## src/rtl/cmp_pkg.sv

```systemverilog
// Shared definitions for the comparator interface and the SAR search FSM.
package cmp_pkg;

  // Comparator result codes: target a versus probe b.
  localparam logic [1:0] CMP_INV = 2'b00;
  localparam logic [1:0] CMP_GT  = 2'b01;  // a > b
  localparam logic [1:0] CMP_LT  = 2'b10;  // a < b
  localparam logic [1:0] CMP_EQ  = 2'b11;  // a == b

  typedef enum logic [1:0] {
    ST_IDLE   = 2'd0,
    ST_WAIT   = 2'd1,
    ST_DECIDE = 2'd2,
    ST_FIN    = 2'd3
  } sar_state_e;

endpackage

```

## src/rtl/cmp_sar_search.sv

```systemverilog
// Successive-approximation search: drives a probe into a comparator and
// recovers the unknown target one bit per decision, MSB first.
module cmp_sar_search
  import cmp_pkg::*;
#(
  parameter int WIDTH  = 4,
  parameter int SETTLE = 0
) (
  input  logic             clk,
  input  logic             rst,
  input  logic             start,
  input  logic [1:0]       cmp_code,
  output logic [WIDTH-1:0] probe,
  output logic             busy,
  output logic             done,
  output logic [WIDTH-1:0] result,
  output logic             err
);

  localparam int KW = (WIDTH > 1) ? $clog2(WIDTH) : 1;

  sar_state_e       state_q;
  logic [KW-1:0]    k_q;
  logic [WIDTH-1:0] probe_q;
  logic [WIDTH-1:0] result_q;
  logic             busy_q;
  logic             done_q;
  logic             err_q;
  logic             settle_last;
  logic [WIDTH-1:0] probe_upd;
  logic [WIDTH-1:0] probe_nxt;

  // Apply the current decision to bit k, then arm the next lower bit.
  always_comb begin
    probe_upd = probe_q;
    if (cmp_code == CMP_LT) probe_upd[k_q] = 1'b0;
    probe_nxt = probe_upd;
    if (k_q != '0) probe_nxt[k_q - 1'b1] = 1'b1;
  end

  // Settle counter exists only when the comparator needs extra cycles.
  generate
    if (SETTLE > 0) begin : g_settle
      localparam int CW = $clog2(SETTLE + 1);
      logic [CW-1:0] settle_q;
      logic          settle_load;

      assign settle_load = (state_q == ST_IDLE && start) ||
                           (state_q == ST_DECIDE && k_q != '0 &&
                            (cmp_code == CMP_GT || cmp_code == CMP_LT));

      // Reload on every probe update, count down while waiting.
      always_ff @(posedge clk) begin
        if (rst) begin
          settle_q <= '0;
        end else if (settle_load) begin
          settle_q <= CW'(SETTLE);
        end else if (state_q == ST_WAIT && settle_q != '0) begin
          settle_q <= settle_q - 1'b1;
        end
      end

      assign settle_last = (settle_q == CW'(1));
    end else begin : g_no_settle
      assign settle_last = 1'b1;
    end
  endgenerate

  // Search FSM with registered outputs.
  always_ff @(posedge clk) begin
    if (rst) begin
      state_q  <= ST_IDLE;
      k_q      <= '0;
      probe_q  <= '0;
      result_q <= '0;
      busy_q   <= 1'b0;
      done_q   <= 1'b0;
      err_q    <= 1'b0;
    end else begin
      done_q <= 1'b0;
      case (state_q)
        ST_IDLE: begin
          if (start) begin
            probe_q          <= '0;
            probe_q[WIDTH-1] <= 1'b1;
            k_q              <= KW'(WIDTH - 1);
            busy_q           <= 1'b1;
            state_q          <= (SETTLE > 0) ? ST_WAIT : ST_DECIDE;
          end
        end
        ST_WAIT: begin
          if (settle_last) state_q <= ST_DECIDE;
        end
        ST_DECIDE: begin
          case (cmp_code)
            CMP_EQ: begin
              result_q <= probe_q;
              err_q    <= 1'b0;
              state_q  <= ST_FIN;
            end
            CMP_INV: begin
              result_q <= probe_q;
              err_q    <= 1'b1;
              state_q  <= ST_FIN;
            end
            default: begin
              if (k_q == '0) begin
                probe_q  <= probe_upd;
                result_q <= probe_upd;
                err_q    <= 1'b0;
                state_q  <= ST_FIN;
              end else begin
                probe_q <= probe_nxt;
                k_q     <= k_q - 1'b1;
                state_q <= (SETTLE > 0) ? ST_WAIT : ST_DECIDE;
              end
            end
          endcase
        end
        ST_FIN: begin
          done_q  <= 1'b1;
          busy_q  <= 1'b0;
          state_q <= ST_IDLE;
        end
        default: state_q <= ST_IDLE;
      endcase
    end
  end

  assign probe  = probe_q;
  assign busy   = busy_q;
  assign done   = done_q;
  assign result = result_q;
  assign err    = err_q;

endmodule

```

## config.mk

```make
export PLATFORM = sky130hd
export DESIGN_NAME = cmp_sar_search
export DESIGN_NICKNAME = d
export VERILOG_FILES = /design/src/rtl/cmp_pkg.sv /design/src/rtl/cmp_sar_search.sv
export SDC_FILE = /design/constraint.sdc
export NUM_CORES = 1
export LEC_CHECK = 0
export ABC_AREA = 1
export CAP_MARGIN = 20
export CORE_MARGIN = 2
export CORE_UTILIZATION = 40
export DETAILED_ROUTE_END_ITERATION = 6
export PLACE_DENSITY = 0.73
export SYNTH_ARGS = -nofsm -noshare
export SYNTH_HDL_FRONTEND = slang
export SYNTH_SLANG_ARGS = --single-unit
```

## constraint.sdc

```tcl
create_clock -name clk -period 2.2 [get_ports clk]
set_input_delay 0.44 -clock clk [delete_from_list [all_inputs] [get_ports clk]]
set_output_delay 0.44 -clock clk [all_outputs]
set_load 0.005 [all_outputs]
```

# Yosys cells after proc, flatten, opt, wreduce, memory -nomap -nowiden
# Index checks and enable logic that the tools add are counted.
word_totals:
  elab_cells: 64
  reg_bits: 15
  out_inout_bits: 11
classes:
  n_mux: 25
  n_eq_ne: 8
  order_cmp: 4
  reduce_logical: 16
  add_sub_neg: 1
  bitwise: 3
op_table:
  columns: ["cell", "n"]
  rows:
  - ["$mux W4", 7]
  - ["$eq A2 B2 Y1 const B", 4]
  - ["$mux W2", 4]
  - ["$pmux W2 S4", 1]
  - ["$pmux W4 S2", 1]
  - ["$reduce_bool A2 Y1", 4]
  - ["$mux W1", 7]
  - ["$logic_not A2 Y1", 3]
  - ["$lt A2 B3 Y1 const B", 2]
  - ["$ne A2 B2 Y1 const B", 3]
  - ["$reduce_and A2 Y1", 3]
  - ["$and A4 B4 Y4", 1]
  - ["$demux W1 S2", 2]
  - ["$ge A2 B1 Y1 const B", 2]
  - ["$not A4 Y4", 1]
  - ["$or A4 B4 Y4", 1]
  - ["$pmux W1 S2", 2]
  - ["$pmux W2 S2", 1]
  - ["$reduce_and A4 Y1", 1]
  - ["$reduce_and A3 Y1", 1]
  - ["$reduce_bool A3 Y1", 1]
  - ["$eq A2 B1 Y1 const B", 1]
  - ["$logic_and A1 B1 Y1", 2]
  - ["$reduce_or A2 Y1", 1]
  - ["$sub A2 B1 Y2 const B", 1]

# Depth between registers and ports, before layout
logic_depth:
  word_depth: 12
  ltp_mapped: 9

# Worst setup path before layout
# No wires, ideal clock.
synth_timing:
  path_type: "in2reg"
  start: "in cmp_code[0]"
  end: "reg k_q[1]"
  setup_slack_ns: 0.802
  n_path_buf: 1
  required_ns: 2.087
  stages: 9
  arrival_time_ns: 1.285
  cell_sequence: "inv_1 > ha_1 > buf_6 > inv_1 > nand3_1 > nand3_1 > nand2_1 > nand2_1 > nor2_1"
synth_between:
  elab_chain_cells: 4
synth_lines:
  columns: ["item", "line", "rtl"]
  rows:
  - ["start: declaration", "cmp_sar_search.sv:12", "input logic [1:0] cmp_code,"]
  - ["$eq A2 B2 Y1 or $logic_not A2 Y1 (tied branches)", "cmp_sar_search.sv:95", "case (cmp_code)"]
  - ["$reduce_or A2 Y1 (no source line) *", null, null]
  - ["$ne A2 B2 Y1 (no source line) *", null, null]
  - ["$reduce_and A4 Y1 (no source line) *", null, null]
  - ["end signal: assignment", "cmp_sar_search.sv:86", "k_q <= KW'(WIDTH - 1);"]
  - ["end signal: assignment", "cmp_sar_search.sv:114", "k_q <= k_q - 1'b1;"]
  - ["end: declaration", "cmp_sar_search.sv:23", "logic [KW-1:0] k_q;"]
# Mark *: on every way between the ends. The rest lies on a longest branch, timed or not.
# A chain may end at the register's enable or synchronous reset.

# Final worst setup path
layout_timing:
  start: "in cmp_code[0]"
  end: "reg result_q[0], in the netlist result[0]"
layout_between:
  elab_chain_cells: 4
layout_lines:
  columns: ["item", "line", "rtl"]
  rows:
  - ["$eq A2 B2 Y1, or another cell as far along", "cmp_sar_search.sv:36", "if (cmp_code == CMP_LT) probe_upd[k_q] = 1'b0;"]
  - ["$mux W4 or $reduce_or A2 Y1 (tied branches)", null, null]
  - ["$mux W4 or $reduce_bool A2 Y1 (tied branches)", null, null]
  - ["$mux W4 or $reduce_and A2 Y1 (tied branches)", null, null]
  - ["end signal: assignment", "cmp_sar_search.sv:97", "result_q <= probe_q;"]
  - ["end signal: assignment", "cmp_sar_search.sv:102", "result_q <= probe_q;"]
  - ["end signal: assignment", "cmp_sar_search.sv:109", "result_q <= probe_upd;"]
  - ["end: declaration", "cmp_sar_search.sv:25", "logic [WIDTH-1:0] result_q;"]
# Several ways; a longest one is shown, not always the timed one. The select of a mux whose other input is x is not followed.

==> run metrics <==
status=finished, final reports clean; final core utilization=a little over half; clock transition at the registers of the reported paths=0.09 ns; fraction of registers with async set/reset=0%; Die Y=48.74 um; final setup fails=0; 1st-iter DRT viols=14; Syn Std Cell Area=800.8 um^2; synthesized instance count=113; Final Wtd Congestion=0.8747; dpl hpwl=1.267 mm; Sw Ratio=34.12%; Area growth syn-to-layout=26.41%; clk sinks=15; number of synthesized flops with an enable pin=0; MaxCap Viol Count=0; Worst Hold Path Cells=2; vias in the first global route=678; Die X=48.74 um; cell-internal power=0.4296 mW; CP Class=in -> reg; share of the synthesized area in the top cell type=a little under two fifths; CP Capture Type=flop; fin nets=145; worst hold endpoint=busy; net load switching power=~0.22 mW; Final ANT Viol Nets=0; Seq. cell area=300.3 um^2; final setup TNS=0 ns; ANT cells=0; DR WL/cell=between 10 and 15 um; CTS tree=done; fin. max-slew vios=0; Port Buffers=15; drt pass-1 iters=4; sequential area share after synthesis=37.50%; Hold Startpoint=busy; RSZ-0062 raised after global routing=false; layout cells sized above 1=8.333%; Synth Flop Type=dfxtp_1; DRC viols=0; Design Power=0.6520 mW; Leak=0.4429 nW; placed insts=155; # IOs=16; final instance area=roughly 1000 um^2; FP Rows=16; Reg2Reg Depth=6; R2R Path Start=k_q[0]; combinational share of power=27.1%; type of origin of the critical path=input pin; Post-synth top cells=32 x nand2_1, 17 x nand3_1, 15 x dfxtp_1, 12 x inv_1, 11 x nor2_1; first-pass GRT wire length=2.753 mm; min cycle time layout=1.672 ns; dominant cell type by area after synthesis=dfxtp_1; DRT Wirelength=1.681 mm; register share of total power=47.3%; Max Fanout on Critical Path=6; post_cts resized=0; Final Hold Viols=0; fin crit share=76.01%; Total GRT Usage=15.28%; cts hold-fix bufs=0; syn nets=125; Placed Area=984.7 um^2; average size of a mapped cell=7.086 um^2; FF-to-FF setup slack=about 0.73 ns; Die ar.=2376 um^2; Syn. warnings=0; required time of the critical path=2.43 ns; Multi-input gate area=436.7 um^2; vias after detailed routing=around 760; Clock Root Buffer=clkbuf_4; initial antenna violation count=0; via-per-instance ratio=roughly 4.8; core region area=about 1900 um^2; synth unique cells=15; Layout Cells excl Fill=159; clock power share=25.6%; Filler Cells Inserted=200; clk_skew=0.0004550 ns; GRT Residual Overflow=0; largest net degree at the start of global routing=11; worst slew pin tran=0.3776 ns; Worst Hold Class=reg -> reg; Clock Latency Late Sink=0.30 ns; Worst IR Drop VDD=between 0.4 and 0.5 mV; Setup Fix Bufs, Post-CTS=0; end of the worst register-to-register path=k_q[0]; most numerous cell in the Yosys netlist=nand2_1; relative slew slack=74.75%; H-tree depth=1; Starting Density=around two fifths; leading post-synthesis cells by cell area=dfxtp_1 38%, nand2_1 15%, ha_1 11%; fmax=0.5980 GHz; Clock Path Buffers=2; #FFs+latches synth=15; power density cells=644.2 nW/um^2; Num CTS Buffers=3; crit path DAT=~1.9 ns
power by group through the flow:
| stage | clock (mW) | combinational [mW] | sequential [mW] |
|---|---|---|---|
| 6_report | 0.167 | 0.177 | 0.309 |
| 5_1_grt | 0.186 | 0.198 | 0.312 |
| 4_1_cts | 0.169 | 0.176 | 0.309 |
| 3_5_place_dp | 0 | 0.175 | 0.315 |
| 3_3_place_gp | 0 | 0.172 | 0.315 |
| 2_1_floorplan | 0 | 0.123 | 0.312 |
cell families after synthesis:
kind of cell,after synthesis,synth area share [%]
simple gates,62,32.97
buf+inv,15,7.967
flops,15,37.50
compound gates,14,10.63
fa+ha+maj,7,10.94
worst max-delay path: stages:
cell             delay (ns)
clkdlybuf4s50_1        0.48
inv_1                  0.06
ha_1                   0.36
buf_4                  0.18
a21oi_4                0.15
nand3_1                0.11
a21oi_1                0.13
layer usage:
| layer | up-vias | global-route usage [%] | routed length [um] |
|---|---|---|---|
| li1 | 400 | - | - |
| met1 | 345 | 17.79 | 803 |
| met2 | 14 | 24.89 | 782 |
| met3 | 5 | 4.630 | 59 |
| met4 | 0 | 8.571 | 36 |
| met5 | - | 0 | 0 |
layout make-up:
class	count	share of cell area, %
sequential	15	29.67
clock buffer	3	2.225
inverter	13	4.821
tap	27	3.337
multi-input combinational	83	43.14
clock inverter	1	0.4944
timing repair buffer	17	16.32
worst max path at each step:
stage | from | end | slack, ns | cells after the start
CTS | cmp_code[0] | result[0] | 0.53 | 7
finish | cmp_code[0] | result[0] | 0.53 | 7
global placement | cmp_code[0] | result[0] | 0.23 | 7
floorplan | cmp_code[0] | k_q[1] | 0.80 | 9
global route | cmp_code[1] | result[3] | 0.39 | 7
detailed placement | cmp_code[0] | result[0] | 0.22 | 7
flip-flops by register name (all words and copies together), names as in the netlist:
signal / cells
probe: 4
result: 4
k_q: 2
state_q: 2
busy: 1
done: 1
err: 1
placed cells by master (no fill, tap or decap), drive strengths merged:
cell type	n
dfxtp	15
o21ai	3
nor2	12
clkinv	1
nand3	17
clkdlybuf4s50	15
nand2	33
inv	13
ha	7
clkbuf	3
buf	2
a21oi	11
stage by stage:
step	hold slack [ns]	setup WS, ns
after detailed placement	0.4522	0.2184
final	0.4651	0.5277
after global routing	0.4943	0.3878
after CTS	0.4668	0.5250
after global placement	0.4490	0.2258
after floorplan	0.4544	0.8019
No activity file was read; power rests on OpenSTA's default activity.
